### config.mk
export PLATFORM = sky130hd
export DESIGN_NAME = cache_line_store
export DESIGN_NICKNAME = d
export VERILOG_FILES = /design/src/rtl/cache_line_store.sv
export SDC_FILE = /design/constraint.sdc
export NUM_CORES = 2
export LEC_CHECK = 0
export BUFFER_PORTS_ARGS = -buffer_cell sky130_fd_sc_hd__buf_2
export CAP_MARGIN = 40
export CORE_ASPECT_RATIO = 1.25
export CORE_UTILIZATION = 50
export DETAILED_ROUTE_END_ITERATION = 10
export PLACE_DENSITY = 0.65
export SYNTH_ARGS = -nofsm -noshare
export SYNTH_HDL_FRONTEND = slang
export SYNTH_SLANG_ARGS = --single-unit
### constraint.sdc
create_clock -name i_clk -period 14.59 [get_ports i_clk]
set_input_delay 1.459 -clock i_clk [delete_from_list [all_inputs] [get_ports i_clk]]
set_output_delay 1.459 -clock i_clk [all_outputs]
set_load 0.05 [all_outputs]
### src/rtl/cache_line_store.sv
// -----------------------------------------------------------------------------
// cache_line_store
// Direct-mapped cache data array with a critical-word-first burst refill
// engine. Tags and valid bits are kept by the cache controller; this block only
// stores line data.
//   - Read hit   : word [index][offset] returned one cycle later (o_rvalid).
//   - Write hit  : byte-strobed write-through update of [index][offset].
//   - Write miss : ignored (no write allocate).
//   - Read miss  : burst refill starting at the missed word, wrapping within
//                  the line; the first beat is forwarded to o_rdata at once.
//
// Optional feature macro: CACHE_PARITY_EN
//   When defined, each word carries an even-parity bit, checked on read hits
//   and reported on o_par_err together with o_rvalid. When undefined,
//   o_par_err is tied low.
//
// Ports
//   i_clk           clock, all state on the rising edge
//   i_reset_n       asynchronous active-low reset
//   i_rd_en/i_wr_en core read / write request (never both high)
//   i_hit           controller tag match for i_index
//   i_index         set index
//   i_offset        word offset within the line
//   i_wdata/i_wstrb store data and byte enables
//   i_refill_valid  refill beat valid
//   i_refill_data   refill beat data
//   o_refill_ready  refill beats accepted (REFILL state)
//   o_refill_done   one-cycle pulse after the last beat
//   o_rdata         registered read data, held between o_rvalid pulses
//   o_rvalid        one-cycle read data qualifier
//   o_par_err       parity error, qualified by o_rvalid
//   o_busy          refill in progress
// -----------------------------------------------------------------------------
module cache_line_store #(
   parameter  int DATA_W         = 32,
   parameter  int WORDS_PER_LINE = 4,
   parameter  int SETS           = 32,
   localparam int OFF_W          = $clog2(WORDS_PER_LINE),
   localparam int IDX_W          = $clog2(SETS),
   localparam int NBYTES         = DATA_W / 8
) (
   input  logic              i_clk,
   input  logic              i_reset_n,
   input  logic              i_rd_en,
   input  logic              i_wr_en,
   input  logic              i_hit,
   input  logic [IDX_W-1:0]  i_index,
   input  logic [OFF_W-1:0]  i_offset,
   input  logic [DATA_W-1:0] i_wdata,
   input  logic [NBYTES-1:0] i_wstrb,
   input  logic              i_refill_valid,
   input  logic [DATA_W-1:0] i_refill_data,
   output logic              o_refill_ready,
   output logic              o_refill_done,
   output logic [DATA_W-1:0] o_rdata,
   output logic              o_rvalid,
   output logic              o_par_err,
   output logic              o_busy
);

   localparam int ADDR_W = IDX_W + OFF_W;
   localparam int DEPTH  = SETS * WORDS_PER_LINE;
   localparam logic [OFF_W-1:0] LAST_BEAT = OFF_W'(WORDS_PER_LINE - 1);

   typedef enum logic [1:0] {
      IDLE   = 2'd0,
      REFILL = 2'd1,
      DONE   = 2'd2
   } state_t;

   state_t             r_state;
   state_t             w_state_next;
   logic [IDX_W-1:0]   r_crit_idx;
   logic [OFF_W-1:0]   r_crit_off;
   logic [OFF_W-1:0]   r_cnt;
   logic [DATA_W-1:0]  r_rdata;
   logic               r_rvalid;

   logic [DATA_W-1:0]  r_mem [DEPTH];

   logic               w_idle;
   logic               w_hit_rd;
   logic               w_hit_wr;
   logic               w_miss;
   logic               w_beat;
   logic [ADDR_W-1:0]  w_req_addr;
   logic [OFF_W-1:0]   w_fill_off;
   logic [ADDR_W-1:0]  w_fill_addr;
   logic [DATA_W-1:0]  w_old;
   logic [DATA_W-1:0]  w_merged;

   assign w_idle     = (r_state == IDLE);
   assign w_hit_rd   = w_idle & i_rd_en & i_hit;
   assign w_hit_wr   = w_idle & i_wr_en & i_hit;
   assign w_miss     = w_idle & i_rd_en & ~i_hit;
   assign w_beat     = (r_state == REFILL) & i_refill_valid;

   assign w_req_addr = {i_index, i_offset};
   // Beat k lands at (crit_off + k); the OFF_W-bit sum wraps within the line.
   assign w_fill_off  = r_crit_off + r_cnt;
   assign w_fill_addr = {r_crit_idx, w_fill_off};

   // Current word at the request address: read-hit data and the base for the
   // byte-strobe merge of a write hit.
   assign w_old = r_mem[w_req_addr];

   for (genvar gi = 0; gi < NBYTES; gi++) begin : g_merge
      assign w_merged[gi*8 +: 8] = i_wstrb[gi] ? i_wdata[gi*8 +: 8] : w_old[gi*8 +: 8];
   end

   // Data array (contents are never reset)
   always_ff @(posedge i_clk) begin
      if (w_hit_wr) begin
         r_mem[w_req_addr] <= w_merged;
      end else if (w_beat) begin
         r_mem[w_fill_addr] <= i_refill_data;
      end
   end

`ifdef CACHE_PARITY_EN
   logic r_par [DEPTH];
   logic r_par_err;

   always_ff @(posedge i_clk) begin
      if (w_hit_wr) begin
         r_par[w_req_addr] <= ^w_merged;
      end else if (w_beat) begin
         r_par[w_fill_addr] <= ^i_refill_data;
      end
   end

   // Error flag pulses with rvalid; the forwarded critical word is never flagged.
   always_ff @(posedge i_clk or negedge i_reset_n) begin
      if (!i_reset_n) begin
         r_par_err <= 1'b0;
      end else begin
         r_par_err <= w_hit_rd & ((^w_old) ^ r_par[w_req_addr]);
      end
   end

   assign o_par_err = r_par_err;
`else
   assign o_par_err = 1'b0;
`endif

   // State, refill bookkeeping and read-data register
   always_ff @(posedge i_clk or negedge i_reset_n) begin
      if (!i_reset_n) begin
         r_state    <= IDLE;
         r_crit_idx <= '0;
         r_crit_off <= '0;
         r_cnt      <= '0;
         r_rdata    <= '0;
         r_rvalid   <= 1'b0;
      end else begin
         r_state  <= w_state_next;
         r_rvalid <= 1'b0;
         if (w_hit_rd) begin
            r_rdata  <= w_old;
            r_rvalid <= 1'b1;
         end
         if (w_miss) begin
            r_crit_idx <= i_index;
            r_crit_off <= i_offset;
            r_cnt      <= '0;
         end
         if (w_beat) begin
            r_cnt <= r_cnt + 1'b1;
            if (r_cnt == '0) begin
               r_rdata  <= i_refill_data;
               r_rvalid <= 1'b1;
            end
         end
      end
   end

   always_comb begin
      w_state_next = r_state;
      case (r_state)
         IDLE:    if (w_miss) w_state_next = REFILL;
         REFILL:  if (w_beat && (r_cnt == LAST_BEAT)) w_state_next = DONE;
         DONE:    w_state_next = IDLE;
         default: w_state_next = IDLE;
      endcase
   end

   assign o_refill_ready = (r_state == REFILL);
   assign o_refill_done  = (r_state == DONE);
   assign o_busy         = ~w_idle;
   assign o_rdata        = r_rdata;
   assign o_rvalid       = r_rvalid;

endmodule

# [Yosys cells after proc, flatten, opt, wreduce, memory -nomap -nowiden]
# Memories as Yosys holds them, arrays and structs flattened.
# Index checks and enable logic that the tools add are counted.
[totals] inputBits=81 latchBits=0 rom_bits=0 register_bits=44 ram_bits=4096 mem_count=1
[mem_list] memory="r_mem" depth=128 word_bits=32 read_ports=1 rd_clocked_by_memory_dff=0 wr=1 line_no="79" source="logic [DATA_W-1:0] r_mem [DEPTH];"
[op_classes] reduce_logical=6 n_mul=0 bitwise_logic=8 mux=23 n_eq_ne=5 addsub=2 n_shift=0 div_mod_pow=0 n_lt_le_gt_ge=0
[op_table] operator="$mux 32" count=4
[op_table] operator="$mux 8" count=4
[op_table] operator="$reduce_or 32->1" count=1
[op_table] operator="$mux 1" count=9
[op_table] operator="$mux 2" count=4
[op_table] operator="$mux 7" count=1
[op_table] operator="$and 1x1->1" count=6
[op_table] operator="$eq 2x2->1 const B" count=2
[op_table] operator="$logic_not 2->1" count=2
[op_table] operator="$ne 2x1->1 const B" count=2
[op_table] operator="$pmux 2 s2" count=1
[op_table] operator="$add 2x1->2 const B" count=1
[op_table] operator="$add 2x2->2" count=1
[op_table] operator="$eq 2x1->1 const B" count=1
[op_table] operator="$not 1->1" count=2
[op_table] operator="$reduce_and 2->1" count=1
[op_table] operator="$reduce_bool 2->1" count=1
[op_table] operator="$logic_and 1x1->1" count=1

# [Depth between registers and ports, before layout]
[logic_depth] word_depth=7 depth_mapped=12 depth_no_buf=7

# [Least setup slack after synthesis]
# Ideal clock, no wire load.
[synth_path] kind="input to register" startpoint="in i_index[0]" endpoint="mem r_mem[0][26], data pin" setup_ns=1.236 n_path_buf=4 path_slack_ns=4.827 cell_stages=11 arrival_ns=8.527 cell_sequence="buf_2 > or3_1 > buf_2 > buf_6 > buf_6 > o22ai_1 > a211oi_1 > nand2_1 > nand2_1 > or4_4 > o311ai_1"
[synth_between] elab_chain_cells=3
[synth_rtl] item="start: declaration" line_no="47" source="input logic [IDX_W-1:0] i_index,"
[synth_rtl] item="$mem_v2 128x32"
[synth_rtl] item="$mux 8" line_no="108" source="assign w_merged[gi*8 +: 8] = i_wstrb[gi] ? i_wdata[gi*8 +: 8] : w_old[gi*8 +: 8];"
[synth_rtl] item="$mux 32 (no line)"
[synth_rtl] item="end: declaration" line_no="79"
# Every way passes these cells.

# [Worst setup path after layout]
[layout_path] startpoint="in i_offset[1]" endpoint="mem r_mem[84][16], data pin"
[layout_between] elab_chain_cells=3
[layout_rtl] item="start: declaration" line_no="48" source="input logic [OFF_W-1:0] i_offset,"
[layout_rtl] item="$mem_v2 128x32"
[layout_rtl] item="$mux 8" line_no="108"
[layout_rtl] item="$mux 32 (no line)"
# Every way passes these cells.

==> results by group <==
Status
  – Status: finished with violations
  – Violations in the final reports: design-rule violations

Timing
  – Unrepaired setup endpoints after global routing: false
  – Clock skew: 0.0819 ns
  – Final hold violation count: 0
  – Slew headroom: 29.2%
  – Maximum clock frequency: 146 MHz
  – Post-layout min period: 6.86 ns
  – Total of endpoints with negative setup slack in the final report: 0
  – Slew @ Worst Pin: 1.06 ns
  – Post-route setup TNS: 0 ns
  – Worst hold margin: 0.401 ns
  – Worst path setup slack after routing: 7.73 ns
  – Count of final max-slew check failures: 0
  – Share of the clock period used by the worst path: 47.0%

Route
  – DR WL/cell: 36.0 microns
  – DRC errors left: 12
  – First-pass detailed-route iteration total: 11
  – Detailed Route Iter0 Violations: 10,300
  – Vias: 80,600
  – Drt via density: 6.51
  – Post-detailed-routing wire length: 446,000 microns
  – Detail Route Antenna Nets: 0

Clock tree
  – Skew-Pair Late Insertion Delay: 0.94 ns
  – Root buffer cell: clkbuf_16
  – Post-cts repair resize count: 0
  – H-tree Lvls: 5
  – Clock buffer count from CTS: 384
  – CTS tree: built
  – Sink Count: 4,140
  – Clock edge transition at the registers on the reported setup and hold paths: 0.07 ns
  – Setup fix buffers added after clock tree synthesis: 0
  – Cts hold-fix bufs: 0
  – Deepest clock path buffer count: 4

Yosys
  – Number of warnings issued by yosys: 0
  – Share of synthesized area occupied by flip-flops and latches: 78.5%
  – Adder-cell share of the synthesized area: 0.0237%
  – Most instantiated flip-flop cell in the synthesis netlist: edfxtp_1
  – Cells after synthesis: 7,454
  – Post-synth cell types: 43
  – Multiplexer share of the synthesized area: 14.2%
  – Area share of the largest cell type after synthesis: 77.8%
  – Synthesized netlist net count: 7,538
  – Post-synthesis area per instance: 21.2 sq um
  – Xor/xnor share of the synthesized area: 0.0111%
  – Number of enable-type register cells in the synthesized netlist: 4,096
  – Synth Register Bits: 4,140
  – Biggest area consumer among synthesized cells: edfxtp_1
  – Async set-reset flop share out of synthesis: 1.06%
  – Area fraction in compound gates after synthesis: 3.99%
  – Cell types with the largest area share after synthesis: edfxtp_1, mux4_2, mux2i_1
  – Largest family of logic cells by synthesized area: multiplexers
  – Area share of and/or/nand/nor cells after synthesis: 1.83%
  – Cell Area, Synth: 158,000 sq um

Pwr
  – Maximum ir drop on the vdd rail: 0.135 mV
  – Power density relative to cell area: 153 nW/um^2
  – Pleak: 56.9 nW
  – Total power of the final layout: 0.0274 W

Placed design
  – Number of buffer cells added on primary ports: 116
  – Placed cell areas: 166,000 sq um
  – Final HPWL DP: 243,000 microns
  – RePlAce Congestion: 0.853
  – Post-placement worst setup slack: 6.62 ns

Finish
  – Top library cells by usage in the layout, fill and taps aside: edfxtp_1, mux4_2, mux2i_1
  – Proportion of layout cells with a drive suffix above 1: 23.9%
  – Storage element area: 124,000 sq um
  – Number of filler instances in the final layout: 22,800
  – Most common cell after layout, fill and taps aside: edfxtp_1
  – Layout Nets: 7,902
  – Syn-to-layout area delta: 13.0%
  – Summed area of non-filler cells in the final layout: 179,000 sq um
  – Area taken by multi-input logic gates: 33,300 sq um

Die
  – Area of the core: 314,000 sq um
  – Initial Utilization: 50.3%
  – Horizontal die dimension: 505 microns
  – Die Height: 631 microns
  – # rows: 230
  – Overall die area: 318,000 sq um
  – Count of boundary I/O pins: 118

Critical path
  – Critical path, cell by cell: buf_8, buf_4, buf_4, buf_4, mux4_2, a22oi_1, nand2_1, nand2_1, or4_4, o311ai_4, buf_4, buf_4, buf_12
  – Slowest library cell on the worst path: buf_4
  – Signal arrival time at the worst endpoint: 7.56 ns
  – Capturing element type of the critical path: flip-flop
  – Data required, critical path: 15.29 ns
  – Largest stage delay on the critical path: 0.77 ns
  – Largest fanout on the critical path: 66
  – Classification of the worst setup path: in -> reg
  – Count of buffering cells on the critical path with inverters included: 7
  – Worst Setup Start Kind: input pin
  – Family with the most delay on the worst path: buffers and inverters
  – Critical path's most frequent cell: buf_4

Global route
  – Total gr overflow: 0
  – Global-route wire length before repair: 618,000 microns
  – Global routing's busiest layer: met2
  – Global-route track usage on met1: 36.0%
  – Largest net degree at the start of global routing: 116
  – GRT Overall Usage: 27.7%
  – Vias in the first global route: 80,500
  – Met3 GRT Util: 4.79%
  – Met2 capacity usage during global routing: 45.4%
  – Antenna violations before repair: 38

Run
  – Number of maximum-capacitance violations: 0

Min path
  – Worst Hold Class: in -> async
[logic make-up after synthesis]
group | Yosys count
XOR/XNOR | 2
AND/OR/NAND/NOR | 692
other | 1
adder cells (fa/ha/maj) | 3
buffers and inverters | 448
AO/OA/AOI/OAI | 883
multiplexers | 1285
flip-flops | 4140
[worst reg2reg max path, delay by kind of cell, from the launching register on]
kind                   cells  cell delay (ns)
buffers and inverters      4             2.60
AND/OR/NAND/NOR            3             1.30
flip-flops                 1             0.40
AO/OA/AOI/OAI              1             0.12
[synth_stat cells (all sizes together), types with 3 or more instances]
cell type,instances
clkbuf,180
nor3,4
a22oi,256
nor2b,5
mux2i,512
nand2b,4
a21oi,34
or4,32
edfxtp,4096
o31ai,3
dfrtp,44
o311ai,32
ha,3
mux2,5
o21ai,10
o22ai,288
mux4,768
nand3,38
buf,263
nor2,133
inv,5
nand2,456
a211oi,256
nand3b,7
or3,4
[registers in the layout, indices dropped and copies added (netlist names)]
signal	count
o_rdata	32
r_mem	4096
r_crit_off	2
r_crit_idx	5
r_state	2
r_cnt	2
o_rvalid	1
[layer usage]
layer | share of wire, % | vias to the layer above
met5 | 0.024 | -
met2 | 49 | 4483
met4 | 5.7 | 16
met3 | 9.1 | 867
met1 | 36 | 43100
li1 | - | 32100
[area by class of cell]
cell class                      instances  share of cell area (%)
Clock inverter                        238                    1.23
Sequential cell                      4140                    69.5
Timing Repair Buffer                  421                    1.97
Antenna cell                           82                   0.115
Inverter                                5                  0.0105
Clock buffer                          457                    5.66
Multi-Input combinational cell       2866                    18.6
Tap cell                             4176                    2.92
[metrics by stage]
step	utilization (%)	std cells
after detailed placement	52.8	11600
after global placement	52.7	11600
after CTS	56.8	12300
after global routing	56.8	12400
final	56.9	12400
after floorplan	-	7454
[final timing paths]
path                               start       endpoint  slack [ns]  depth (start not counted)
max                          i_offset[1]  r_mem[84][16]        7.73                         13
min                            i_reset_n     o_rdata[6]        0.40                          1
max reg2reg                   r_state[0]   r_mem[59][7]        9.65                          8
min reg2reg                r_crit_off[1]  r_crit_off[1]        0.54                          1
max in group asynchronous      i_reset_n    o_rdata[24]       13.51                          2
min in group i_clk         r_crit_off[1]  r_crit_off[1]        0.54                          1
[power breakdown]
part | switching [W] | internal, W
Combinational | 0.00241 | 0.000637
Sequential | 0.000115 | 0.0142
Clock | 0.00432 | 0.00563
Total | 0.00685 | 0.0205
(Power assumes the default switching activity.)
